$ cat src/rtl/puf_challenge_sequencer.sv
// Ring-oscillator PUF challenge sequencer: runs NBITS races through the counter group and packs the decisions.
// Optional per-race timeout is compiled in with `define PUF_TIMEOUT_EN.
`timescale 1ns/1ps
module puf_challenge_sequencer #(
    parameter int NBITS          = 8,
    parameter int RST_CYCLES     = 4,
    parameter int TIMEOUT_CYCLES = 1048575
) (
    input  logic               clk,
    input  logic               reset,
    input  logic               start,
    input  logic [8*NBITS-1:0] challenge,
    input  logic               cg_done,
    input  logic               cg_response,
    output logic [3:0]         cha0,
    output logic [3:0]         cha1,
    output logic               cg_reset,
    output logic               busy,
    output logic               resp_valid,
    output logic [NBITS-1:0]   response,
    output logic               same_err,
    output logic               timeout_err,
    output logic [2:0]         state_dbg
);

    // Handshake: start is a request taken only in IDLE (no queueing); resp_valid is a
    // one-cycle completion pulse with no back-pressure, response/flags hold until next start.
    typedef enum logic [2:0] {
        S_IDLE     = 3'd0,
        S_RACE_RST = 3'd1,
        S_RACE_RUN = 3'd2,
        S_NEXT     = 3'd3,
        S_DONE     = 3'd4
    } state_t;

    localparam int IW = (NBITS > 1) ? $clog2(NBITS) : 1;
    localparam int RW = (RST_CYCLES > 1) ? $clog2(RST_CYCLES) : 1;
    localparam logic [IW-1:0] LAST_IDX = IW'(NBITS - 1);
    localparam logic [RW-1:0] LAST_RST = RW'(RST_CYCLES - 1);

    state_t                 state;
    state_t                 state_nxt;
    logic [NBITS-1:0][7:0]  chal_q;
    logic [IW-1:0]          idx;
    logic [RW-1:0]          rst_cnt;
    logic                   done_s1, done_s2;
    logic                   resp_s1, resp_s2;
    logic                   pair_same;
    logic                   rst_elapsed;
    logic                   race_timeout;

    assign cha0        = chal_q[idx][3:0];
    assign cha1        = chal_q[idx][7:4];
    assign pair_same   = (cha0 == cha1);
    assign rst_elapsed = (rst_cnt == LAST_RST);
    assign state_dbg   = state;

    // Counter-group flags come from the ring-oscillator domain.
    always_ff @(posedge clk or negedge reset) begin
        if (!reset) begin
            done_s1 <= 1'b0;
            done_s2 <= 1'b0;
            resp_s1 <= 1'b0;
            resp_s2 <= 1'b0;
        end else begin
            done_s1 <= cg_done;
            done_s2 <= done_s1;
            resp_s1 <= cg_response;
            resp_s2 <= resp_s1;
        end
    end

`ifdef PUF_TIMEOUT_EN
    logic [19:0] tmo_cnt;

    always_ff @(posedge clk or negedge reset) begin
        if (!reset) begin
            tmo_cnt <= '0;
        end else if (state != S_RACE_RUN) begin
            tmo_cnt <= '0;
        end else begin
            tmo_cnt <= tmo_cnt + 20'd1;
        end
    end

    assign race_timeout = (state == S_RACE_RUN) && !done_s2 &&
                          (tmo_cnt == 20'(TIMEOUT_CYCLES - 1));
`else
    assign race_timeout = 1'b0;
`endif

    always_ff @(posedge clk or negedge reset) begin
        if (!reset) begin
            state <= S_IDLE;
        end else begin
            state <= state_nxt;
        end
    end

    // RACE_RST also waits for the previous decision flag to drop before relaunching.
    always_comb begin
        state_nxt = state;
        case (state)
            S_IDLE: begin
                if (start) state_nxt = S_RACE_RST;
            end
            S_RACE_RST: begin
                if (rst_elapsed) begin
                    if (pair_same)     state_nxt = S_NEXT;
                    else if (!done_s2) state_nxt = S_RACE_RUN;
                end
            end
            S_RACE_RUN: begin
                if (done_s2 || race_timeout) state_nxt = S_NEXT;
            end
            S_NEXT: begin
                state_nxt = (idx == LAST_IDX) ? S_DONE : S_RACE_RST;
            end
            S_DONE: begin
                state_nxt = S_IDLE;
            end
            default: state_nxt = S_IDLE;
        endcase
    end

    always_comb begin
        busy       = 1'b1;
        cg_reset   = 1'b1;
        resp_valid = 1'b0;
        case (state)
            S_IDLE:     busy = 1'b0;
            S_RACE_RUN: cg_reset = 1'b0;
            S_DONE: begin
                busy       = 1'b0;
                resp_valid = 1'b1;
            end
            default: ;
        endcase
    end

    always_ff @(posedge clk or negedge reset) begin
        if (!reset) begin
            rst_cnt <= '0;
        end else if (state != S_RACE_RST) begin
            rst_cnt <= '0;
        end else if (!rst_elapsed) begin
            rst_cnt <= rst_cnt + 1'b1;
        end
    end

    always_ff @(posedge clk or negedge reset) begin
        if (!reset) begin
            chal_q      <= '0;
            idx         <= '0;
            response    <= '0;
            same_err    <= 1'b0;
            timeout_err <= 1'b0;
        end else begin
            case (state)
                S_IDLE: begin
                    if (start) begin
                        chal_q      <= challenge;
                        idx         <= '0;
                        response    <= '0;
                        same_err    <= 1'b0;
                        timeout_err <= 1'b0;
                    end
                end
                S_RACE_RST: begin
                    if (rst_elapsed && pair_same) begin
                        same_err      <= 1'b1;
                        response[idx] <= 1'b0;
                    end
                end
                S_RACE_RUN: begin
                    if (done_s2) begin
                        response[idx] <= resp_s2;
                    end else if (race_timeout) begin
                        response[idx] <= 1'b0;
                        timeout_err   <= 1'b1;
                    end
                end
                S_NEXT: begin
                    if (idx != LAST_IDX) idx <= idx + 1'b1;
                end
                S_DONE: begin
                    idx <= '0;
                end
                default: ;
            endcase
        end
    end

endmodule

$ cat config.mk
export PLATFORM = sky130hd
export DESIGN_NAME = puf_challenge_sequencer
export DESIGN_NICKNAME = d
export VERILOG_FILES = /design/src/rtl/puf_challenge_sequencer.sv
export SDC_FILE = /design/constraint.sdc
export NUM_CORES = 1
export LEC_CHECK = 0
export ABC_AREA = 1
export CAP_MARGIN = 20
export CORE_MARGIN = 2
export CORE_UTILIZATION = 51
export DETAILED_ROUTE_END_ITERATION = 7
export PLACE_DENSITY = 0.8
export SKIP_LAST_GASP = 1
export SYNTH_ARGS = -nofsm -noshare
export SYNTH_HDL_FRONTEND = slang
export SYNTH_SLANG_ARGS = --single-unit
$ cat constraint.sdc
create_clock -name clk -period 2.31 [get_ports clk]
set_clock_uncertainty 0.2 [all_clocks]
set_input_delay 0.231 -clock clk [delete_from_list [all_inputs] [get_ports clk]]
set_output_delay 0.231 -clock clk [all_outputs]
set_load 0.005 [all_outputs]
==> summary.md <==
| Metric | Value |
|---|---|
| Io pins | `just over 90` |
| First-pass GRT wire length | `roughly 17,000 um` |
| Die area | `a little over 9000 um2` |
| Status | `finished, violations left` |
| Met1 Use GR | `0.313` |
| PwrDens | `1250 nW/um2` |
| Post-synth EDFFs | `0` |
| Worst-Margin Slew | `0.585 ns` |
| Initial Utilization | `0.522` |
| Crit end category | `output pin` |
| Commonest register cell after synthesis | `dfrtp_1` |
| Cells after synthesis | `around 570` |
| Most common cell after layout, fill and taps aside | `nand2_1` |
| Crit start category | `flop` |
| Worst-skew pair later-pin latency | `0.36 ns` |
| Total grt overflow | `0` |
| Area delta synth->final | `31.6%` |
| Final min period | `about 2.4 ns` |
| Share of cells above drive strength 1 | `0.0798` |
| Routed length per instance | `~14 um` |
| Cell family with most CP delay | `buffers and inverters` |
| Max-Cap Viols | `0` |
| Worst hold path type | `input pin to flop` |
| Vias in the first global route | `3,891` |
| Fillcell total | `approximately 630` |
| Antenna violations before repair | `0` |
| Yosys synthesis warning count | `0` |
| Endpoints failing setup | `1` |
| Most frequent cells in the layout | `nand2_1 (215), inv_1 (85), dfrtp_1 (83), clkdlybuf4s50_1 (83), o21ai_0 (72)` |
| Met2 usage | `0.417` |
| Post-layout util | `0.687` |
| Via count | `just under 4,000` |
| Critical path's most frequent cell | `nand2_1` |
| Antenna Diode Count | `0` |
| CP max FO | `6` |
| Multi-input logic area | `1690 um2` |
| Failing checks | `setup timing` |
| CP peak stage delay | `0.51 ns` |
| Nets | `745` |
| Grt peak-use layer | `met2` |
| Worst hold slack | `about 0.11 ns` |
| Post-synthesis register bit count | `85` |
| Register area | `2130 um2` |
| Clk sink count | `85` |
| CTS buffer count | `9` |
| Crit Path Category | `flop to output pin` |
| Slew HR | `0.610` |
| CP max-delay cell | `clkdlybuf4s50_1` |
| Clock-pin slew on the worst setup and hold paths | `0.09 ns` |
| CTS root buffer | `clkbuf_8` |
| Total core area | `8180 um2` |
| Buf/Inv on CP | `4` |
| Chip height | `95.5 um` |
| Lkg Pwr | `2.78 nW` |
| Synthesized area | `4270 um2` |
| Async set-reset flop share out of synthesis | `1.00` |
| Yosys cell types | `24` |
| # DRC | `0` |
| Sequential fraction of the synthesis area | `0.498` |
| Final setup TNS | `-0.129 ns` |
| RSZ-0062 raised after global routing | `true` |
| All-Layer GR Usage | `0.245` |
| DR iter-0 viols | `247` |
| Row count | `33` |
| CP cell instances | `inv_2 > nor2_4 > buf_6 > nand3_1 > nand2_1 > inv_1 > nand2_1 > clkdlybuf4s50_1` |
| Final Max Tran Viols | `0` |
| Worst Reg-to-Reg Cells | `15` |
| Placer's final routability congestion estimate | `0.860` |
| Routed vias/inst | `5.03` |
| Largest net degree at the start of global routing | `54` |
| Port bufs | `91` |
| Antenna viol nets, final | `0` |
| Max Fclk | `0.410 GHz` |
| DP HPWL | `roughly 7500 um` |
| Arrival time worst endpoint | `roughly 2 ns` |
| Fin crit share | `1.06` |
| Worst Path Required | `1.88 ns` |
| Drt total wl | `10,700 um` |
| Synthesized area per cell | `7.46 um2` |
| Count of final hold-check violations | `0` |
| WHS Path Cells | `1` |
| Die extent in x | `95.5 um` |
| DRT Pass-1 Iters | `5` |
| Met3 GRT Util | `0.0498` |
| Cell depth of the worst setup path | `8` |
| Total Power | `7.01 mW` |
| H-tree levels | `3` |
| Maximum VDD drop | `0.565 mV` |
| Syn nets | `644` |
| Max Buffers Root-to-Sink | `2` |
| CTS tree | `done` |
| Place WS | `0.0323 ns` |
| Min setup slack post-route | `-0.129 ns` |
-- kinds of logic after synthesis --
family | Yosys count | share of synthesized area
compound gates | 77 | 0.0935
fa+ha+maj | 3 | 0.00880
buf+inv | 111 | 0.113
flops | 85 | 0.498
other cells | 1 | 0.000879
simple gates | 295 | 0.285
-- metal layers --
layer / routed length, um / part of all wire
met3: 669 / 0.063
met4: 241 / 0.023
met1: 4540 / 0.43
met5: 0 / 0
met2: 5210 / 0.49
-- area by class of cell --
cell class	instances	share of cell area
clock inverters	3	0.00356
repair buffers	110	0.203
clock buffers	12	0.0294
flip-flops and latches	85	0.379
inverters	90	0.0606
multi-input cells	377	0.301
well taps	105	0.0234
-- worst paths after layout --
check,startpoint,slack [ns],to
setup reg to reg,idx[0],0.07,response[3]
max in group asynchronous,reset,1.05,idx[1]
setup / recovery,idx[2],-0.13,cha1[3]
min in group asynchronous,reset,0.22,chal_q[23]
hold / removal,cg_done,0.11,done_s1
hold reg to reg,resp_s1,0.16,resp_s2
-- where the power goes --
group	leakage [nW]	internal (mW)	switching, mW
clock	0.0905	0.472	0.528
combinational	1.63	1.45	2.20
sequential	1.06	2.10	0.253
-- cell usage after synthesis, types with 3 or more instances --
master | count | area [um2]
buf_4 | 9 | 67.6
o21ai_0 | 72 | 360
nand2_1 | 216 | 811
ha_1 | 3 | 37.5
buf_2 | 3 | 15.0
nand3_1 | 49 | 245
nor2_1 | 18 | 67.6
inv_1 | 85 | 319
inv_2 | 5 | 18.8
dfrtp_1 | 85 | 2130
clkbuf_1 | 5 | 18.8
nor2_2 | 3 | 18.8
buf_6 | 4 | 45.0
-- metrics by stage --
| stage | area [um2] | instances |
|---|---|---|
| floorplan | 4270 | 572 |
| detailed placement | 5290 | 758 |
| finish | 5620 | 782 |
| CTS | 5560 | 779 |
| global route | 5620 | 782 |
| global placement | 5290 | 758 |
-- repair_timing --
item / CTS / global route
hold buffers: 1 / 0
endpoints found under the setup margin: 12 / 16
buffers inserted: 4 / 3
pin swaps: 4 / 1
cloned: 1 / 0
gates resized for setup: 12 / 10
endpoints found under the hold margin: 44 / 0
-- sequential cells by signal, indices dropped and copies added, names as in the netlist --
signal / flops
chal_q: 64
done_s1: 1
done_s2: 1
idx: 3
resp_s1: 1
resp_s2: 1
response: 8
rst_cnt: 2
same_err: 1
state_dbg: 3
Note: power is estimated with default switching activity, not from simulation.
